File: src/rtl/scene_fade.sv
// scene_fade -- frame-rate alpha fade between a source pixel stream and a
// fixed scene colour (RGB565).
//
// Ports:
//   iSysClk, iSysRst      clock and synchronous active-high reset
//   iSceneColor           fade target colour
//   iSceneFrameTiming     frames per alpha step, minus 1
//   iSceneFrameAddEn      fade toward scene colour (alpha up)
//   iSceneFrameSubEn      fade toward source pixel (alpha down)
//   iSceneFrameRst        clears alpha and frame counter
//   iFrameStart           one-cycle pulse per frame
//   iPixel, iPixelVd      source pixel stream
//   oPixel, oPixelVd      blended pixel stream, 2-cycle latency
//   oAlpha                current alpha, 0..pAlphaMax
//   oSceneAlphaMax/Min    registered alpha-at-limit flags
module scene_fade #(
    parameter int pColorDepth = 16,
    parameter int pAlphaMax   = 64
) (
    input  logic                   iSysClk,
    input  logic                   iSysRst,
    input  logic [pColorDepth-1:0] iSceneColor,
    input  logic [6:0]             iSceneFrameTiming,
    input  logic                   iSceneFrameAddEn,
    input  logic                   iSceneFrameSubEn,
    input  logic                   iSceneFrameRst,
    input  logic                   iFrameStart,
    input  logic [pColorDepth-1:0] iPixel,
    input  logic                   iPixelVd,
    output logic [pColorDepth-1:0] oPixel,
    output logic                   oPixelVd,
    output logic [6:0]             oAlpha,
    output logic                   oSceneAlphaMax,
    output logic                   oSceneAlphaMin
);

    localparam logic [6:0] cAlphaMax = 7'(pAlphaMax);
    localparam int         cShift    = $clog2(pAlphaMax);

    typedef enum logic [1:0] {
        MODE_HOLD,
        MODE_ADD,
        MODE_SUB
    } stepMode_t;

    stepMode_t  stepMode;
    logic [6:0] alpha;
    logic [6:0] frameCnt;
    logic [6:0] alphaNext;
    logic [6:0] frameCntNext;
    logic [6:0] alphaInv;

    // Stage 1 product registers; each channel keeps the source and scene
    // terms separate so the adder sits entirely in stage 2.
    logic        s1Vd;
    logic [11:0] s1PixR;
    logic [11:0] s1ScnR;
    logic [12:0] s1PixG;
    logic [12:0] s1ScnG;
    logic [11:0] s1PixB;
    logic [11:0] s1ScnB;

    // Both enables (or neither) hold the fade.
    always_comb begin
        stepMode = MODE_HOLD;
        if (iSceneFrameAddEn && !iSceneFrameSubEn) begin
            stepMode = MODE_ADD;
        end else if (iSceneFrameSubEn && !iSceneFrameAddEn) begin
            stepMode = MODE_SUB;
        end
    end

    // ">=" rather than "==" so a timing value lowered below the running
    // count still produces a step on the next frame instead of a long wrap.
    always_comb begin
        alphaNext    = alpha;
        frameCntNext = frameCnt;
        if (iSceneFrameRst) begin
            alphaNext    = '0;
            frameCntNext = '0;
        end else if (iFrameStart && (stepMode != MODE_HOLD)) begin
            if (frameCnt >= iSceneFrameTiming) begin
                frameCntNext = '0;
                if ((stepMode == MODE_ADD) && (alpha < cAlphaMax)) begin
                    alphaNext = alpha + 7'd1;
                end else if ((stepMode == MODE_SUB) && (alpha != '0)) begin
                    alphaNext = alpha - 7'd1;
                end
            end else begin
                frameCntNext = frameCnt + 7'd1;
            end
        end
    end

    always_ff @(posedge iSysClk) begin
        if (iSysRst) begin
            alpha          <= '0;
            frameCnt       <= '0;
            oSceneAlphaMax <= 1'b0;
            oSceneAlphaMin <= 1'b1;
        end else begin
            alpha          <= alphaNext;
            frameCnt       <= frameCntNext;
            oSceneAlphaMax <= (alpha == cAlphaMax);
            oSceneAlphaMin <= (alpha == '0);
        end
    end

    assign oAlpha   = alpha;
    assign alphaInv = cAlphaMax - alpha;

    // Stage 1: alpha and scene colour are sampled together with the pixel.
    always_ff @(posedge iSysClk) begin
        if (iSysRst) begin
            s1Vd <= 1'b0;
        end else begin
            s1Vd <= iPixelVd;
        end
        s1PixR <= 12'(iPixel[15:11])      * 12'(alphaInv);
        s1ScnR <= 12'(iSceneColor[15:11]) * 12'(alpha);
        s1PixG <= 13'(iPixel[10:5])       * 13'(alphaInv);
        s1ScnG <= 13'(iSceneColor[10:5])  * 13'(alpha);
        s1PixB <= 12'(iPixel[4:0])        * 12'(alphaInv);
        s1ScnB <= 12'(iSceneColor[4:0])   * 12'(alpha);
    end

    // Stage 2: sum and normalise; oPixel holds between valid pixels.
    always_ff @(posedge iSysClk) begin
        if (iSysRst) begin
            oPixelVd <= 1'b0;
            oPixel   <= '0;
        end else begin
            oPixelVd <= s1Vd;
            if (s1Vd) begin
                oPixel <= pColorDepth'({5'((s1PixR + s1ScnR) >> cShift),
                                        6'((s1PixG + s1ScnG) >> cShift),
                                        5'((s1PixB + s1ScnB) >> cShift)});
            end
        end
    end

endmodule

File: config.mk
export PLATFORM = sky130hd
export DESIGN_NAME = scene_fade
export DESIGN_NICKNAME = d
export VERILOG_FILES = /design/src/rtl/scene_fade.sv
export SDC_FILE = /design/constraint.sdc
export NUM_CORES = 1
export LEC_CHECK = 0
export CAP_MARGIN = 10
export CORE_ASPECT_RATIO = 1.2
export CORE_UTILIZATION = 40
export DETAILED_ROUTE_END_ITERATION = 6
export DONT_BUFFER_PORTS = 1
export GPL_ROUTABILITY_DRIVEN = 0
export GPL_TIMING_DRIVEN = 0
export PLACE_DENSITY = 0.51
export REMOVE_ABC_BUFFERS = 1
export SYNTH_ARGS = -nofsm -noshare
export SYNTH_HDL_FRONTEND = slang
export SYNTH_SLANG_ARGS = --single-unit
File: constraint.sdc
create_clock -name iSysClk -period 10.41 [get_ports iSysClk]
set_input_delay 2.6025 -clock iSysClk [delete_from_list [all_inputs] [get_ports iSysClk]]
set_output_delay 2.6025 -clock iSysClk [all_outputs]
set_load 0.01 [all_outputs]
==> results summary, run 1 <==
The flow ran to the end, and the final reports show no timing, DRC or antenna violations. The time the worst path needs with I/O delays and setup is 5.74 ns. The number of unique standard cell types used by synthesis is 54. Synthesis inferred 102 register bits. Between clock sinks in the finished design, the worst skew comes to 0.0114 ns.

The number of antenna violations at the first check in global routing is 0. The number of warning messages in the yosys log came out at 0. The share of the yosys chip area belonging to registers came out at 0.198. The setup violation total in the final timing report is 0. Once detail routing completed, the nets flagged for antenna violations numbered 0. The sum of overflow across all layers after global routing came out at 0. In the final routed layout, each cell accounts on average for about 15 µm. The power consumption is between 800 and 900 µW. Detailed placement ended at an HPWL of between 15 and 20 mm. Of the cells placed in the final design, the portion with a size suffix greater than 1 is 0.0330. The async set or reset register ratio after synthesis came out at 0. The worst setup path endpoint is s1PixG[9].

The remaining max-slew budget at the tightest pin came out at 0.137. The maximum achievable frequency came out at 174 MHz. The worst setup path is launched from a register.

The maximum fanout count along the critical path is 16. The synthesized cell area came out at approximately 10,000 µm². The worst ir drop on vdd is 79.9 µV. The TritonCTS sink count came out at 102. The tree is rooted in a sky130_fd_sc_hd__clkbuf_16.

The antenna cell count is 0. TritonCTS built the clock tree. The worst register-to-register path ends at s1PixG[9].

The die width came out at 149 µm. Setup repair after global routing left no endpoint under its margin. In the synthesized netlist the dominant register cell turns out to be sky130_fd_sc_hd__dfxtp_1. The worst path required time is 10.66 ns. The vias per cell came out at 4.99. In this design, the stage delay of the slowest critical-path cell is between 0.7 and 0.8 ns. The clock-pin slew reported for the worst setup and hold paths after clock tree synthesis came out at ~0.080 ns. The max-cap check violation count came out at 0.

Dividing total power by cell area gives a power density of 75.3 nW/µm². The final layout contains routed wiring with a total length of 21.9 mm. The startpoint identified for the worst register-to-register timing path is oAlpha[1]. Buffers placed on the I/O ports in this run total 0. Final hold analysis gives a worst-case slack of 0.491 ns. The count of final max-slew check failures is 0.

The average cell area after synthesis is 9.17 µm². The number of ports placed on the die boundary came out at 72. The signal on the critical path passes through buf_8 > inv_1 > ha_1 > or3b_2 > or3_1 > xnor2_2 > and2_1 > fa_1 > fa_1 > inv_1 > fa_1 > inv_1 > ha_1 > o21ai_0 > a21boi_0 > o21ai_0 > nor2b_1 > xnor2_1. After floorplanning, the core was sized to cover approximately 25,000 µm². The path class of the lowest-slack min-delay path is register to register. The initial DRC count came out at about 200. The H-tree generated during clock tree synthesis spans 3 levels. Tracing the worst setup path back leads to its startpoint at oAlpha[1]. The die area is 26,500 µm². The final net count came out at 1,419. The class of the most critical setup path is register to register. In the synthesized netlist, the number of instances is about 1.1k. The number of vias after detailed routing came out at 7,241. In the final timing run, aggregate negative setup slack is 0 ns. The fraction of the core area covered by cells at the end of the flow came out at 0.436. The maximum clock insertion buffer count is 2. The maximum number of pins on one net before global-route repair came out at 39. The source-to-sink clock delay at the later pin of the worst-skew pair came out at 0.36 ns. The number of post-CTS setup repair buffers came out at 0. The standby leakage power is 0.00564 µW. The all-layer global routing usage came out at 0.178. For the pin with the worst max-slew slack, the measured transition is between 1 and 1.5 ns. Row generation in the floorplan step produced 64 rows.

Of the available clock period, the critical path in the final layout requires 0.551. The count of hold buffers inserted by post-cts repair came out at 0. The final count of hold timing violations came out at 0.

After filler insertion, the fill cell instance count of the layout stands at 2,542. The count of instances resized after the clock tree is built came out at 0. The arrival time at the worst endpoint is roughly 6 ns.

The first-pass iteration count of the detailed router is 4. The count of flip-flops with a built-in enable after synthesis came out at 0. In the routed design, unresolved DRC markers number 0. Across all register-to-register paths, the minimum setup slack is 4.67 ns. The worst setup path is captured at a register. TritonCTS created 9 clock buffers. The global-route wire length before repair is 36.9 mm.

The floorplan die height is 178 µm. The critical-path cell with the highest stage delay is sky130_fd_sc_hd__xnor2_2. The via count of the first global-routing pass was 7,477.

Compared with the post-synthesis result, the final layout area differs by 7.36%. The initial cell density of the core is 0.406. The count of cells along the worst register-to-register path came out at 18.
-- cells in the final DEF, fill, tap and decap left out, types with 3 or more instances in the layout --
master / synthesis / layout
sky130_fd_sc_hd__nand4_1: 5 / 5
sky130_fd_sc_hd__o21a_1: 9 / 9
sky130_fd_sc_hd__ha_1: 160 / 160
sky130_fd_sc_hd__a211oi_1: 8 / 8
sky130_fd_sc_hd__nor2_1: 44 / 44
sky130_fd_sc_hd__nand3_1: 8 / 8
sky130_fd_sc_hd__and2_1: 149 / 149
sky130_fd_sc_hd__nor2b_1: 14 / 14
sky130_fd_sc_hd__a21o_1: 18 / 18
sky130_fd_sc_hd__mux2i_1: 7 / 7
sky130_fd_sc_hd__xor2_1: 20 / 20
sky130_fd_sc_hd__nor3b_1: 5 / 5
sky130_fd_sc_hd__o21bai_1: 7 / 7
sky130_fd_sc_hd__o21ai_0: 14 / 14
sky130_fd_sc_hd__clkbuf_16: 0 / 9
sky130_fd_sc_hd__or2_2: 3 / 3
sky130_fd_sc_hd__o22ai_1: 4 / 4
sky130_fd_sc_hd__fa_1: 97 / 97
sky130_fd_sc_hd__xnor2_1: 64 / 64
sky130_fd_sc_hd__nand2_1: 91 / 91
sky130_fd_sc_hd__inv_1: 151 / 151
sky130_fd_sc_hd__a31o_2: 3 / 3
sky130_fd_sc_hd__a31oi_1: 4 / 4
sky130_fd_sc_hd__a21oi_1: 46 / 46
sky130_fd_sc_hd__nor3_1: 13 / 13
sky130_fd_sc_hd__dfxtp_1: 102 / 101
sky130_fd_sc_hd__nand2b_1: 7 / 7
sky130_fd_sc_hd__o41ai_1: 5 / 5
sky130_fd_sc_hd__or3_1: 9 / 9
-- worst max-delay path: cells and delay by family (launching register included) --
family,cells,cell delay (ns)
buffers and inverters,4,0.43
XOR/XNOR,2,0.84
adder cells (fa/ha/maj),5,1.97
AND/OR/NAND/NOR,4,1.35
AO/OA/AOI/OAI,3,0.50
flip-flops,1,0.54
-- cell usage after synthesis (all sizes together), types with 7 or more instances --
library cell	instances	area [µm²]
and2	149	932
o21bai	7	52.6
a211oi	8	60.1
nand2	91	342
dfxtp	102	2040
fa	97	1940
nand3	8	40.0
a21o	18	135
xnor2	65	577
clkbuf	26	97.6
mux2i	7	70.1
o21a	9	67.6
nor2	44	165
or3	9	56.3
xor2	20	175
o21ai	14	70.1
nor2b	14	87.6
nand2b	7	43.8
a21oi	46	230
inv	151	567
ha	160	2000
nor3	13	65.1
-- how the worst min path moves through the flow --
stage	from	endpoint	slack [ns]	cells past startpoint
after global routing	frameCnt[0]	frameCnt[0]	0.54	2
final	frameCnt[0]	frameCnt[0]	0.49	2
after global placement	frameCnt[0]	frameCnt[0]	0.48	2
after floorplan	frameCnt[0]	frameCnt[0]	0.46	2
after detailed placement	frameCnt[0]	frameCnt[0]	0.48	2
after CTS	frameCnt[0]	frameCnt[0]	0.49	2
-- logic make-up (layout without fill, tap and decap cells) --
group,after synthesis,after routing,synth area share
and+or+nand+nor,361,361,0.188
adders and majority gates,257,257,0.382
buffers and inverters,180,175,0.0661
AOI/OAI and AO/OA,134,134,0.0866
DFF,102,102,0.198
xor gates and xnor gates,85,85,0.0728
muxes,7,7,0.00678
-- power by group --
part / total, µW / leakage, µW / internal (µW) / switching [µW]
Clock: 382 / 0.000162 / 221 / 161
Sequential: 406 / 0.000831 / 398 / 8.31
Combinational: 46.4 / 0.00465 / 21.6 / 24.7
-- stage by stage --
| stage | setup WS (ns) | area (µm²) | std cells |
|---|---|---|---|
| 6_report | 4.67 | 11100 | 1451 |
| 5_1_grt | 4.21 | 11100 | 1451 |
| 4_1_cts | 4.34 | 11000 | 1446 |
| 3_5_place_dp | 4.37 | 10700 | 1430 |
| 3_3_place_gp | 3.88 | 10600 | 1427 |
| 2_1_floorplan | 4.79 | 10200 | 1097 |
-- flip-flops by register name, summed over array words and instances (netlist names) --
signal          flops
s1ScnG             12
s1PixG             12
s1PixR             11
oPixel             16
oAlpha              7
oPixelVd            1
oSceneAlphaMax      1
s1ScnB             11
s1ScnR             11
oSceneAlphaMin      1
s1PixB             11
frameCnt            7
s1Vd                1
-- per-layer routing --
metal,vias up,wire length (µm),GRT usage
met4,0,264,0.0425
met2,91,10900,0.313
met5,-,0,0
li1,3626,-,-
met3,21,1050,0.0353
met1,3503,9660,0.222
-- area by class of cell --
| class | count | area, µm² | area share |
|---|---|---|---|
| Inverter | 151 | 567 | 0.0511 |
| Clock buffer | 10 | 239 | 0.0215 |
| Sequential cell | 102 | 2040 | 0.184 |
| Clock inverter | 6 | 101 | 0.00914 |
| Tap cell | 330 | 413 | 0.0372 |
| Timing Repair Buffer | 8 | 123 | 0.0111 |
| Multi-Input combinational cell | 844 | 7600 | 0.686 |
(Power assumes the default switching activity.)
==> run 2, diff against run 1 <==
PLACE_DENSITY = 0.53   (was 0.51)
clock period = 4.6 ns   (was 10.41 ns; I/O delays follow)
==> run 2 against run 1 <==
Via count increased by 2.3%. Setup slack got worse by 4.5 ns. Clock power increased by 120%. Clock skew decreased by 0.0046 ns. Critical endpoint is now s1PixG[11]. Largest cell class unchanged. Largest power group unchanged. Highest routed layer unchanged.
==> results summary, run 2 (synthesized netlist as in run 1, its figures left out) <==
The worst setup path is of the register to register kind. The die area is 26,500 µm². The endpoint class of the critical path is a register. The final antenna-violating net count is 0. The nature of the critical path startpoint is a register. Max-cap violations in this run came to 0. The global-route wire length before repair came out at 38.3 mm. The setup slack of the most critical reg-to-reg path is 0.15 ns. Clock-pin slew was measured on the worst setup and hold paths at 0.07 ns. The count of filler cells inserted in the layout came out at 2,496.

The setup violation total in the final timing report is 0. The initial DRC count is roughly 240. The maximum clock insertion buffer count came out at 2. The clock buffer count from CTS came out at 9. The final critical-path share of the clock period came out at 0.967.

The via count of the first global-routing pass is approximately 7.5k. The run finished with clean final reports. The standby leakage power came out at 0.00580 µW. The final net count is 1,437. The count of final max-slew check failures came out at 0. The number of flip-flops under the largest register name came out at 16. The number of vias after detailed routing is 7,410. The time the worst path needs with I/O delays and setup is 4.45 ns. CTS placed an instance of sky130_fd_sc_hd__clkbuf_16 at the clock tree root. The remaining design rule violation count came out at 0. The placed instance count is 1,431. The final count of hold timing violations came to 0.

In this run the tool buffered the top-level ports with 0 buffer cells. The routed wire length came out at 23.5 mm. Adding up every negative setup slack in the final design gives 0 ns.

After legalization and detailed placement, the total HPWL measured 16.9 mm. For this run the aggregate overflow at the end of global routing stands at 0. The worst path required time came out at approximately 4.9 ns. The tightest min-delay check is of the register to register type. The maximum number of pins on one net before global-route repair is 25. The source-to-sink clock delay at the later pin of the worst-skew pair came out at 0.36 ns.

The slew at the pin closest to its max-slew limit came out at slightly above 0.9 ns. The combined area of the multi-input logic cells is 7740 µm². The number of H-tree levels is 3. The count of cells along the worst register-to-register path is 18. The floorplan step defined a core boundary enclosing 25,500 µm².

The row count came out at 64. The library cells used most frequently in the layout, excluding fill and tap cells, are 157 x sky130_fd_sc_hd__ha_1, 149 x sky130_fd_sc_hd__inv_1, 148 x sky130_fd_sc_hd__and2_1, 97 x sky130_fd_sc_hd__fa_1, 97 x sky130_fd_sc_hd__dfxtp_1. The critical path ends at s1PixG[11]. The share of cells above drive strength 1 came out at 0.0667. From bottom edge to top edge, the die measures approximately 180 µm. The pre-antenna-repair detailed-routing pass consisted of 4 iterations.

In this run the worst setup path begins at oAlpha[1]. The wire length per cell after detailed routing is 16.0 µm. The register with the most flip-flops in the final layout is oPixel.

For this design, the sink count on the clock tree is 102. Setup repair after global routing could not meet its margin everywhere. The all-layer global routing usage is 0.190. The worst ir drop on vdd is 190 µV. TritonCTS built the clock tree.

The count of cells in the finished layout, fillers not included, comes to about 1.5k. Compared with the post-synthesis result, the final layout area differs by 10.6%. The vias per cell is 5.04. The endpoint of the worst-slack reg-to-reg timing path is s1PixG[11]. The total area of sequential cells is 2060 µm². The die width came out at 149 µm. The number of antenna violations at the first check in global routing came out at 0. The power density over cell area came out at 162 nW/µm². The worst register-to-register path begins at oAlpha[1]. The largest registers in the layout are oPixel: 16 flops, s1PixG: 12 flops, s1ScnG: 12 flops. The count of hold buffers inserted by post-cts repair is 0. The library cell used most frequently in the layout, excluding fill and tap cells, is sky130_fd_sc_hd__ha_1. The remaining max-slew budget at the tightest pin came out at 0.384. The maximum fanout count along the critical path came out at 7. The maximum achievable frequency is between 200 and 250 MHz.

The initial cell density of the core is 0.406. The worst setup skew after layout came out at slightly below 0.007 ns. Pin placement for this block handled ~70 I/O pins.

The arrival time at the worst endpoint came out at 4.73 ns.
==> run 2: cell count changes in the layout (fill, tap and decap cells not counted), sizes merged <==
cell and change:
clkinvlp -1, buf +18, clkbuf +1, clkinv +1, diode +2, bufinv -1
==> run 2: layout make-up <==
class                           instances  area share
Antenna cell                            2    0.000438
Clock buffer                           11      0.0221
Clock inverter                          5     0.00657
Inverter                              151      0.0498
Multi-Input combinational cell        844       0.678
Sequential cell                       102       0.180
Tap cell                              330      0.0361
Timing Repair Buffer                   26      0.0276
==> run 2: stage by stage <==
step / util / area (µm²) / total power (µW) / setup WS (ns) / hold WS, ns
3_5_place_dp: 0.421 / 10700 / 1050 / -1.44 / 0.486
4_1_cts: 0.445 / 11300 / 1880 / 0.00269 / 0.496
5_1_grt: 0.449 / 11400 / 1930 / -0.00846 / 0.526
6_report: 0.449 / 11400 / 1860 / 0.151 / 0.499
3_3_place_gp: 0.417 / 10600 / 1050 / -1.88 / 0.485
2_1_floorplan: - / 10200 / 1020 / -0.406 / 0.458
==> run 2: how the worst min path moves through the flow <==
| stage | start | to | slack [ns] | depth (start not counted) |
|---|---|---|---|---|
| after floorplan | frameCnt[0] | frameCnt[0] | 0.46 | 2 |
| after global placement | frameCnt[0] | frameCnt[0] | 0.48 | 2 |
| after detailed placement | frameCnt[0] | frameCnt[0] | 0.49 | 2 |
| after CTS | frameCnt[0] | frameCnt[0] | 0.50 | 2 |
| after global routing | frameCnt[0] | frameCnt[0] | 0.53 | 2 |
| final | frameCnt[1] | frameCnt[1] | 0.50 | 2 |
==> run 2: routing by layer <==
| metal | vias to the layer above | share of wire | track usage |
|---|---|---|---|
| met5 | - | 0 | 0 |
| met4 | 0 | 0.016 | 0.0451 |
| met3 | 16 | 0.039 | 0.0368 |
| met2 | 93 | 0.51 | 0.342 |
| met1 | 3618 | 0.44 | 0.231 |
| li1 | 3683 | - | - |
==> run 2: critical path: stages, from the launching register on <==
cell	delay, ns
sky130_fd_sc_hd__dfxtp_4	0.42
sky130_fd_sc_hd__inv_2	0.09
sky130_fd_sc_hd__ha_4	0.17
sky130_fd_sc_hd__or3b_4	0.41
sky130_fd_sc_hd__buf_12	0.14
sky130_fd_sc_hd__xor2_4	0.19
sky130_fd_sc_hd__and2_1	0.18
sky130_fd_sc_hd__fa_1	0.50
sky130_fd_sc_hd__inv_1	0.06
sky130_fd_sc_hd__fa_1	0.50
sky130_fd_sc_hd__fa_1	0.51
sky130_fd_sc_hd__inv_1	0.06
sky130_fd_sc_hd__ha_4	0.29
sky130_fd_sc_hd__nor2b_1	0.14
sky130_fd_sc_hd__o21ai_1	0.09
sky130_fd_sc_hd__a21boi_1	0.20
sky130_fd_sc_hd__o21ai_1	0.10
sky130_fd_sc_hd__a21oi_1	0.16
sky130_fd_sc_hd__xnor2_1	0.15
==> run 2: power breakdown <==
part	internal, µW	leakage (µW)	total [µW]	switching [µW]
combinational	50.4	0.00481	107	56.7
clock	463	0.000161	832	368
sequential	899	0.000834	916	17.7
total	1410	0.00580	1860	443
==> run 2: what timing repair did <==
action | 4_1_cts | 5_1_grt
endpoints found under the hold margin | 0 | 0
buffers inserted | 20 | 1
setup endpoints to repair | 22 | 10
pin swaps | 11 | 7
resized for setup | 25 | 10
